$ cat config.mk
export PLATFORM = sky130hd
export DESIGN_NAME = regfile_mp
export DESIGN_NICKNAME = d
export VERILOG_FILES = /design/src/rtl/regfile_pkg.sv /design/src/rtl/regfile_bypass_mux.sv /design/src/rtl/regfile_mp.sv
export SDC_FILE = /design/constraint.sdc
export NUM_CORES = 2
export LEC_CHECK = 0
export CAP_MARGIN = 10
export CORE_MARGIN = 4
export CORE_UTILIZATION = 45
export DETAILED_ROUTE_END_ITERATION = 8
export DONT_BUFFER_PORTS = 1
export MAX_ROUTING_LAYER = met4
export PLACE_DENSITY = 0.67
export SYNTH_ARGS = -nofsm -noshare
export SYNTH_HDL_FRONTEND = slang
export SYNTH_SLANG_ARGS = --single-unit
$ cat constraint.sdc
create_clock -name clk -period 45.9 [get_ports clk]
set_input_delay 6.885 -clock clk [delete_from_list [all_inputs] [get_ports clk]]
set_output_delay 6.885 -clock clk [all_outputs]
set_load 0.02 [all_outputs]
$ cat src/rtl/regfile_pkg.sv
// Shared constants and helpers for the multi-port register file.
package regfile_pkg;

  localparam int RF_DATA_W_DEFAULT = 32;
  localparam int RF_DEPTH_DEFAULT  = 32;

  // Address width for a given depth; never narrower than one bit.
  function automatic int rf_clog2(input int n);
    return (n < 2) ? 1 : $clog2(n);
  endfunction

endpackage

$ cat src/rtl/regfile_bypass_mux.sv
// Per-read-port write-first bypass: returns the value a register will hold after
// this edge's writes, with the highest-index write port winning.
module regfile_bypass_mux
  import regfile_pkg::*;
#(
  parameter int DATA_W  = RF_DATA_W_DEFAULT,
  parameter int DEPTH   = RF_DEPTH_DEFAULT,
  parameter int NUM_WR  = 1,
  parameter int ZERO_R0 = 1,
  parameter int ADDR_W  = rf_clog2(DEPTH)
) (
  input  logic [ADDR_W-1:0]        rd_addr,
  input  logic [DATA_W-1:0]        arr_data,
  input  logic [NUM_WR-1:0]        wr_en,
  input  logic [NUM_WR*ADDR_W-1:0] wr_addr,
  input  logic [NUM_WR*DATA_W-1:0] wr_data,
  output logic [DATA_W-1:0]        value
);

  localparam logic [ADDR_W:0] DEPTH_LIM = (ADDR_W + 1)'(DEPTH);

  logic in_range;
  logic is_zero_reg;

  assign in_range    = ({1'b0, rd_addr} < DEPTH_LIM);
  assign is_zero_reg = (ZERO_R0 != 0) && (rd_addr == '0);

  // Later ports overwrite earlier matches, giving highest-index-wins priority.
  always_comb begin
    value = arr_data;
    for (int w = 0; w < NUM_WR; w++) begin
      if (wr_en[w] && (wr_addr[w*ADDR_W +: ADDR_W] == rd_addr)) begin
        value = wr_data[w*DATA_W +: DATA_W];
      end
    end
    if (!in_range || is_zero_reg) begin
      value = '0;
    end
  end

endmodule

$ cat src/rtl/regfile_mp.sv
// Parametrised multi-port register file with registered reads, write-first
// bypass, deterministic write priority and an out-of-range write flag.
module regfile_mp
  import regfile_pkg::*;
#(
  parameter int DATA_W     = RF_DATA_W_DEFAULT,
  parameter int DEPTH      = RF_DEPTH_DEFAULT,
  parameter int NUM_RD     = 2,
  parameter int NUM_WR     = 1,
  parameter int ZERO_R0    = 1,
  parameter int INIT_INDEX = 1,
  localparam int ADDR_W    = rf_clog2(DEPTH)
) (
  input  logic                     clk,
  input  logic                     rst,
  input  logic [NUM_RD-1:0]        rd_en,
  input  logic [NUM_RD*ADDR_W-1:0] rd_addr,
  output logic [NUM_RD*DATA_W-1:0] rd_data,
  input  logic [NUM_WR-1:0]        wr_en,
  input  logic [NUM_WR*ADDR_W-1:0] wr_addr,
  input  logic [NUM_WR*DATA_W-1:0] wr_data,
  output logic                     wr_err
);

  localparam logic [ADDR_W:0] DEPTH_LIM = (ADDR_W + 1)'(DEPTH);

  logic [DATA_W-1:0] mem     [DEPTH];
  logic [DATA_W-1:0] arr_val [NUM_RD];
  logic [DATA_W-1:0] byp_val [NUM_RD];
  logic              oob_write;

  function automatic logic in_range(input logic [ADDR_W-1:0] addr);
    return ({1'b0, addr} < DEPTH_LIM);
  endfunction

  function automatic logic [DATA_W-1:0] reset_word(input int idx);
    if ((INIT_INDEX == 0) || ((ZERO_R0 != 0) && (idx == 0))) begin
      return '0;
    end
    return DATA_W'(idx);
  endfunction

  always_comb begin
    oob_write = 1'b0;
    for (int w = 0; w < NUM_WR; w++) begin
      if (wr_en[w] && !in_range(wr_addr[w*ADDR_W +: ADDR_W])) begin
        oob_write = 1'b1;
      end
    end
  end

  // Non-blocking writes in port order: the last (highest) port to hit an address wins.
  always_ff @(posedge clk or posedge rst) begin
    if (rst) begin
      for (int i = 0; i < DEPTH; i++) begin
        mem[i] <= reset_word(i);
      end
    end else begin
      for (int w = 0; w < NUM_WR; w++) begin
        if (wr_en[w] && in_range(wr_addr[w*ADDR_W +: ADDR_W]) &&
            !((ZERO_R0 != 0) && (wr_addr[w*ADDR_W +: ADDR_W] == '0))) begin
          mem[wr_addr[w*ADDR_W +: ADDR_W]] <= wr_data[w*DATA_W +: DATA_W];
        end
      end
    end
  end

  for (genvar p = 0; p < NUM_RD; p++) begin : g_rd
    assign arr_val[p] = in_range(rd_addr[p*ADDR_W +: ADDR_W]) ?
                        mem[rd_addr[p*ADDR_W +: ADDR_W]] : '0;

    regfile_bypass_mux #(
      .DATA_W  (DATA_W),
      .DEPTH   (DEPTH),
      .NUM_WR  (NUM_WR),
      .ZERO_R0 (ZERO_R0),
      .ADDR_W  (ADDR_W)
    ) u_bypass (
      .rd_addr  (rd_addr[p*ADDR_W +: ADDR_W]),
      .arr_data (arr_val[p]),
      .wr_en    (wr_en),
      .wr_addr  (wr_addr),
      .wr_data  (wr_data),
      .value    (byp_val[p])
    );
  end

  always_ff @(posedge clk or posedge rst) begin
    if (rst) begin
      rd_data <= '0;
      wr_err  <= 1'b0;
    end else begin
      for (int p = 0; p < NUM_RD; p++) begin
        if (rd_en[p]) begin
          rd_data[p*DATA_W +: DATA_W] <= byp_val[p];
        end
      end
      wr_err <= oob_write;
    end
  end

endmodule

-- Yosys cells after proc, flatten, opt, wreduce, memory -nomap -nowiden
Index checks and enable logic that the tools add are counted.
- logic and storage cells: 64
- ROM bits: 0
- latch bits: 0
- memories: 0
- RAM bits: 0
- register bits: 1088
- output and inout bits: 65
- input bits: 52
- divide/modulo/power cells: 0
- reductions and logical operators: 8
- $add $sub $neg: 0
- bitwise logic cells: 3
- magnitude comparators: 4
- shift operators: 0
- equality and inequality tests: 2
- multiply operators: 0
- multiplexer cells: 13
- operators with widths (cell ; count):
    1024-bit bitwise mux ; 1
    32-bit binary-select mux with 5-bit select ; 2
    32-bit two-way mux ; 9
    32-bit demux with 5-bit select ; 1
    6-bit greater-or-equal comparator, second input constant ; 3
    5-bit NOT with 6-bit output ; 3
    5-bit logical NOT ; 3
    5-bit equality test ; 2
    6-bit by 1-bit less-than comparator with 1-bit output, second input constant ; 1
    1-bit logical AND ; 4
    1-bit logical NOT ; 1

-- Logic depth before layout (Yosys ltp)
- word-level depth: 6
- mapped depth: 9
- mapped depth without buffers: 5

-- By module
A second synthesis with hierarchy kept.
- cell total of the unflattened synthesis: 4986
- area, all modules: 59707.3 um^2
- modules (own cells, without submodules) (module ; seq. area each (um^2) ; cells each ; area an instance (um^2) ; times used):
    regfile_mp ; 27326.2 ; 4740 ; 58416.0 ; 1
    regfile_bypass_mux ; 0.0 ; 123 ; 645.6 ; 2

-- Worst setup path before layout
OpenSTA, ideal clock, no wires.
- kind: input-to-reg
- from: input port rd_addr[5]
- to: register rd_data[42]
- slack: 37.067 ns
- required time: 45.768 ns
- data arrival time: 8.701 ns
- cell stages on the path: 8
- path buffers: 4
- setup time: 0.132 ns
- cell sequence: buf_6 > buf_2 > buf_2 > buf_1 > mux4_2 > a22oi_1 > a21oi_1 > or3b_1
- longest elaborated chain between the ends: 6
- elaborated cells on any way between the ends: 9
- those cells by class: 1 x eq/ne; 5 x mux; 1 x bitwise; 2 x reduce/logical
- ends and longest elaborated chain (element ; line ; RTL):
    start: declaration ; regfile_mp.sv:17 ; input logic [NUM_RD*ADDR_W-1:0] rd_addr,
    5-bit NOT with 6-bit output (implied by the code) ; regfile_mp.sv:70 ; mem[rd_addr[p*ADDR_W +: ADDR_W]] : '0;
    32-bit binary-select mux with 5-bit select ; regfile_mp.sv:70 ;
    32-bit two-way mux (implied by the code) (2 in series) ; regfile_mp.sv:70 ;
    32-bit two-way mux ; regfile_bypass_mux.sv:32 ; if (wr_en[w] && (wr_addr[w*ADDR_W +: ADDR_W] == rd_addr)) begin
    32-bit two-way mux (*) ; regfile_bypass_mux.sv:36 ; if (!in_range || is_zero_reg) begin
    end signal: indexed assignment ; regfile_mp.sv:95 ; rd_data[p*DATA_W +: DATA_W] <= byp_val[p];
    end: declaration ; regfile_mp.sv:18 ; output logic [NUM_RD*DATA_W-1:0] rd_data,
Mark *: on every way between the ends. The rest lies on a longest branch, timed or not. The select of a mux whose other input is x is not followed.
A chain may end at the register's enable or synchronous reset.

==> flow_metrics.tcl <==
set metrics [dict create \
    status "finished with violations" \
    violations "design-rule violations" \
    dp_slack_ns 35.59 \
    syn2layout_area_growth_pct 7.89 \
    grt_antenna_before_repair 2 \
    core_area_mm2 0.127 \
    synth_area_leaders "dfrtp_1 44%, mux2_2 19%, mux4_2 15%, mux2i_1 4.4%, dfstp_2 3.6%" \
    synth.top_cell.area_share 0.438 \
    r2r_slack_ns 43.96 \
    cts_tree "yes" \
    num_antenna_cells 0 \
    yosysWarnings 0 \
    grt_remaining_overflow 0 \
    worst_slack_ns 36.49 \
    num_vias 37100 \
    syn_inst 4106 \
    port_buffers 0 \
    finClkSkew_ns 0.0260 \
    cts_buffers 115 \
    drive_above_1_share 0.444 \
    clock_latency_ns 0.71 \
    slew_headroom 0.0459 \
    fillers 10800 \
    ys_ff_latch 1088 \
    cts_setup_buffers 0 \
    setup_viol 0 \
    synth_area_per_cell_um2 14.0 \
    hold_class "reg2reg" \
    route.detailed.drc 7 \
    rsz0062_at_grt "no" \
    yosysTopAreaCell "dfrtp_1" \
    routed_wl_um 167000 \
    setup.worst_path.class "in2async" \
    crit_arrival_ns 10.09 \
    final_area_mm2 0.0622 \
    ys_types 40 \
    async_reset_ff_frac 1.00 \
    p_leak_nw 26.5 \
    htreeDepth 3 \
    timing.final.crit_share 0.205 \
    start_kind "primary input" \
    end_kind "asynchronous set/reset pin" \
    grt_max_degree 323 \
    fmax_ghz 0.106 \
    crit_required_ns 46.58 \
    fin_nets 3865 \
    worst_pin_slew_ns 1.43 \
    drv_slew 0 \
    period_minus_slack_ns 9.41 \
    place_hpwl_um 85100 \
    layout_commonest_cell "dfrtp_1" \
    fp.dieArea_mm2 0.134 \
    path_clk_slew_ns 0.06 \
    grt_pass1_wl_um 251000 \
    rows 131 \
    num_io_pins 117 \
    grt_use_total 0.253 \
    drv_cap 0 \
    drt_pre_antenna_iters 9 \
    dpl-instance-area_mm2 0.0584 \
    gp_congestion 0.781 \
    viasPerCell 6.65 \
    root_buffer "clkbuf_16" \
    vdd_drop_max_v 0.0000307 \
    power_density_mw_per_mm2 43.6 \
    dr.first_iter.drc_count 3699 \
    ctsHoldBuffers 0 \
    wl_per_cell_um 30.0 \
    fin_util 0.488 \
    final_cell_mix "1,008 x dfrtp_1, 992 x mux2_2, 384 x mux4_2, 256 x mux2i_1, 195 x nand2_1" \
    synth_nets 4158 \
    syn-cell-area_mm2 0.0576 \
    finalHoldViolations 0 \
    critPathMaxFanout 154 \
    grt_pass1_vias 37900 \
    synth_flop_cell "dfrtp_1" \
    tns_ns 0 \
    placed_cells 5358 \
    start_util 0.453 \
    yosysSeqAreaShare 0.474 \
    cts.path.max_buffers 3 \
    synth_edf_count 0 \
    die_h_um 366 \
    final_cells 5569 \
    post_cts_resized 0 \
    clock-sinks 1088 \
    ant_nets 0 \
    die_w_um 366 \
]
## worst paths after layout
kind,startpoint,end,depth (start not counted)
max,rst,mem[217],4
min,mem[1003],mem[1003],0
max reg2reg,mem[839],rd_data[7],4
min reg2reg,mem[1003],mem[1003],0
max in group clk,rd_addr[0],rd_data[31],6
min in group asynchronous,rst,mem[518],1
## metrics by stage
stage,hold slack [ns],total power (W)
3_3_place_gp,0.376,0.00176
4_1_cts,0.396,0.00272
5_1_grt,0.404,0.00283
2_1_floorplan,0.441,0.00170
6_report,0.391,0.00271
3_5_place_dp,0.382,0.00179
## metal layers
| layer | vias up | share of wire | routed length, um | GRT usage |
|---|---|---|---|---|
| met1 | 20100 | 0.42 | 71000 | 0.342 |
| met4 | 0 | 0.026 | 4310 | 0.0714 |
| met3 | 271 | 0.070 | 11700 | 0.0399 |
| li1 | 15400 | - | - | - |
| met5 | - | 0 | 0 | - |
| met2 | 1362 | 0.48 | 80300 | 0.402 |
## final cells by class
type / count / area (um2) / share of cell area
Clock buffer: 184 / 3500 / 0.0563
Multi-Input combinational cell: 2545 / 28500 / 0.458
Timing Repair Buffer: 54 / 443 / 0.00712
Clock inverter: 27 / 283 / 0.00455
Inverter: 9 / 48.8 / 0.000785
Sequential cell: 1088 / 27300 / 0.439
Tap cell: 1662 / 2080 / 0.0334
## power by group
group / switching [W] / total, W / internal (W) / leakage, nW
combinational: 0.000168 / 0.000469 / 0.000300 / 10.8
clock: 0.000391 / 0.000938 / 0.000547 / 1.87
sequential: 0.000150 / 0.00130 / 0.00115 / 13.8
total: 0.000710 / 0.00271 / 0.00200 / 26.5
## cell usage after synthesis, types with 6 or more instances
cell type and n:
nor2_1 17, a221oi_1 128, buf_4 6, mux2_2 992, xnor2_1 10, buf_6 12, mux4_2 384, o211ai_1 130
buf_2 110, a222oi_1 64, nand2_1 210, dfstp_2 80, o21ai_0 64, mux2i_1 256, dfrtp_1 1008, clkbuf_1 252
a22oi_1 64, a21oi_1 128, buf_1 82, or3b_1 64
## critical path: stages
cell	delay [ns]
inv_8	0.54
buf_12	0.65
buf_4	0.80
buf_4	0.93
## sequential cells by signal, indices dropped and copies added (netlist names)
register,cells
mem,1024
rd_data,64
## logic make-up after synthesis
logic type	count (synthesis)	share of synthesized area
AOI/OAI and AO/OA	584	0.0734
xor gates and xnor gates	10	0.00152
buffers and inverters	473	0.0352
DFF	1088	0.474
muxes	1632	0.388
other	1	0.0000651
and+or+nand+nor	318	0.0275
No activity file was read; power rests on OpenSTA's default activity.
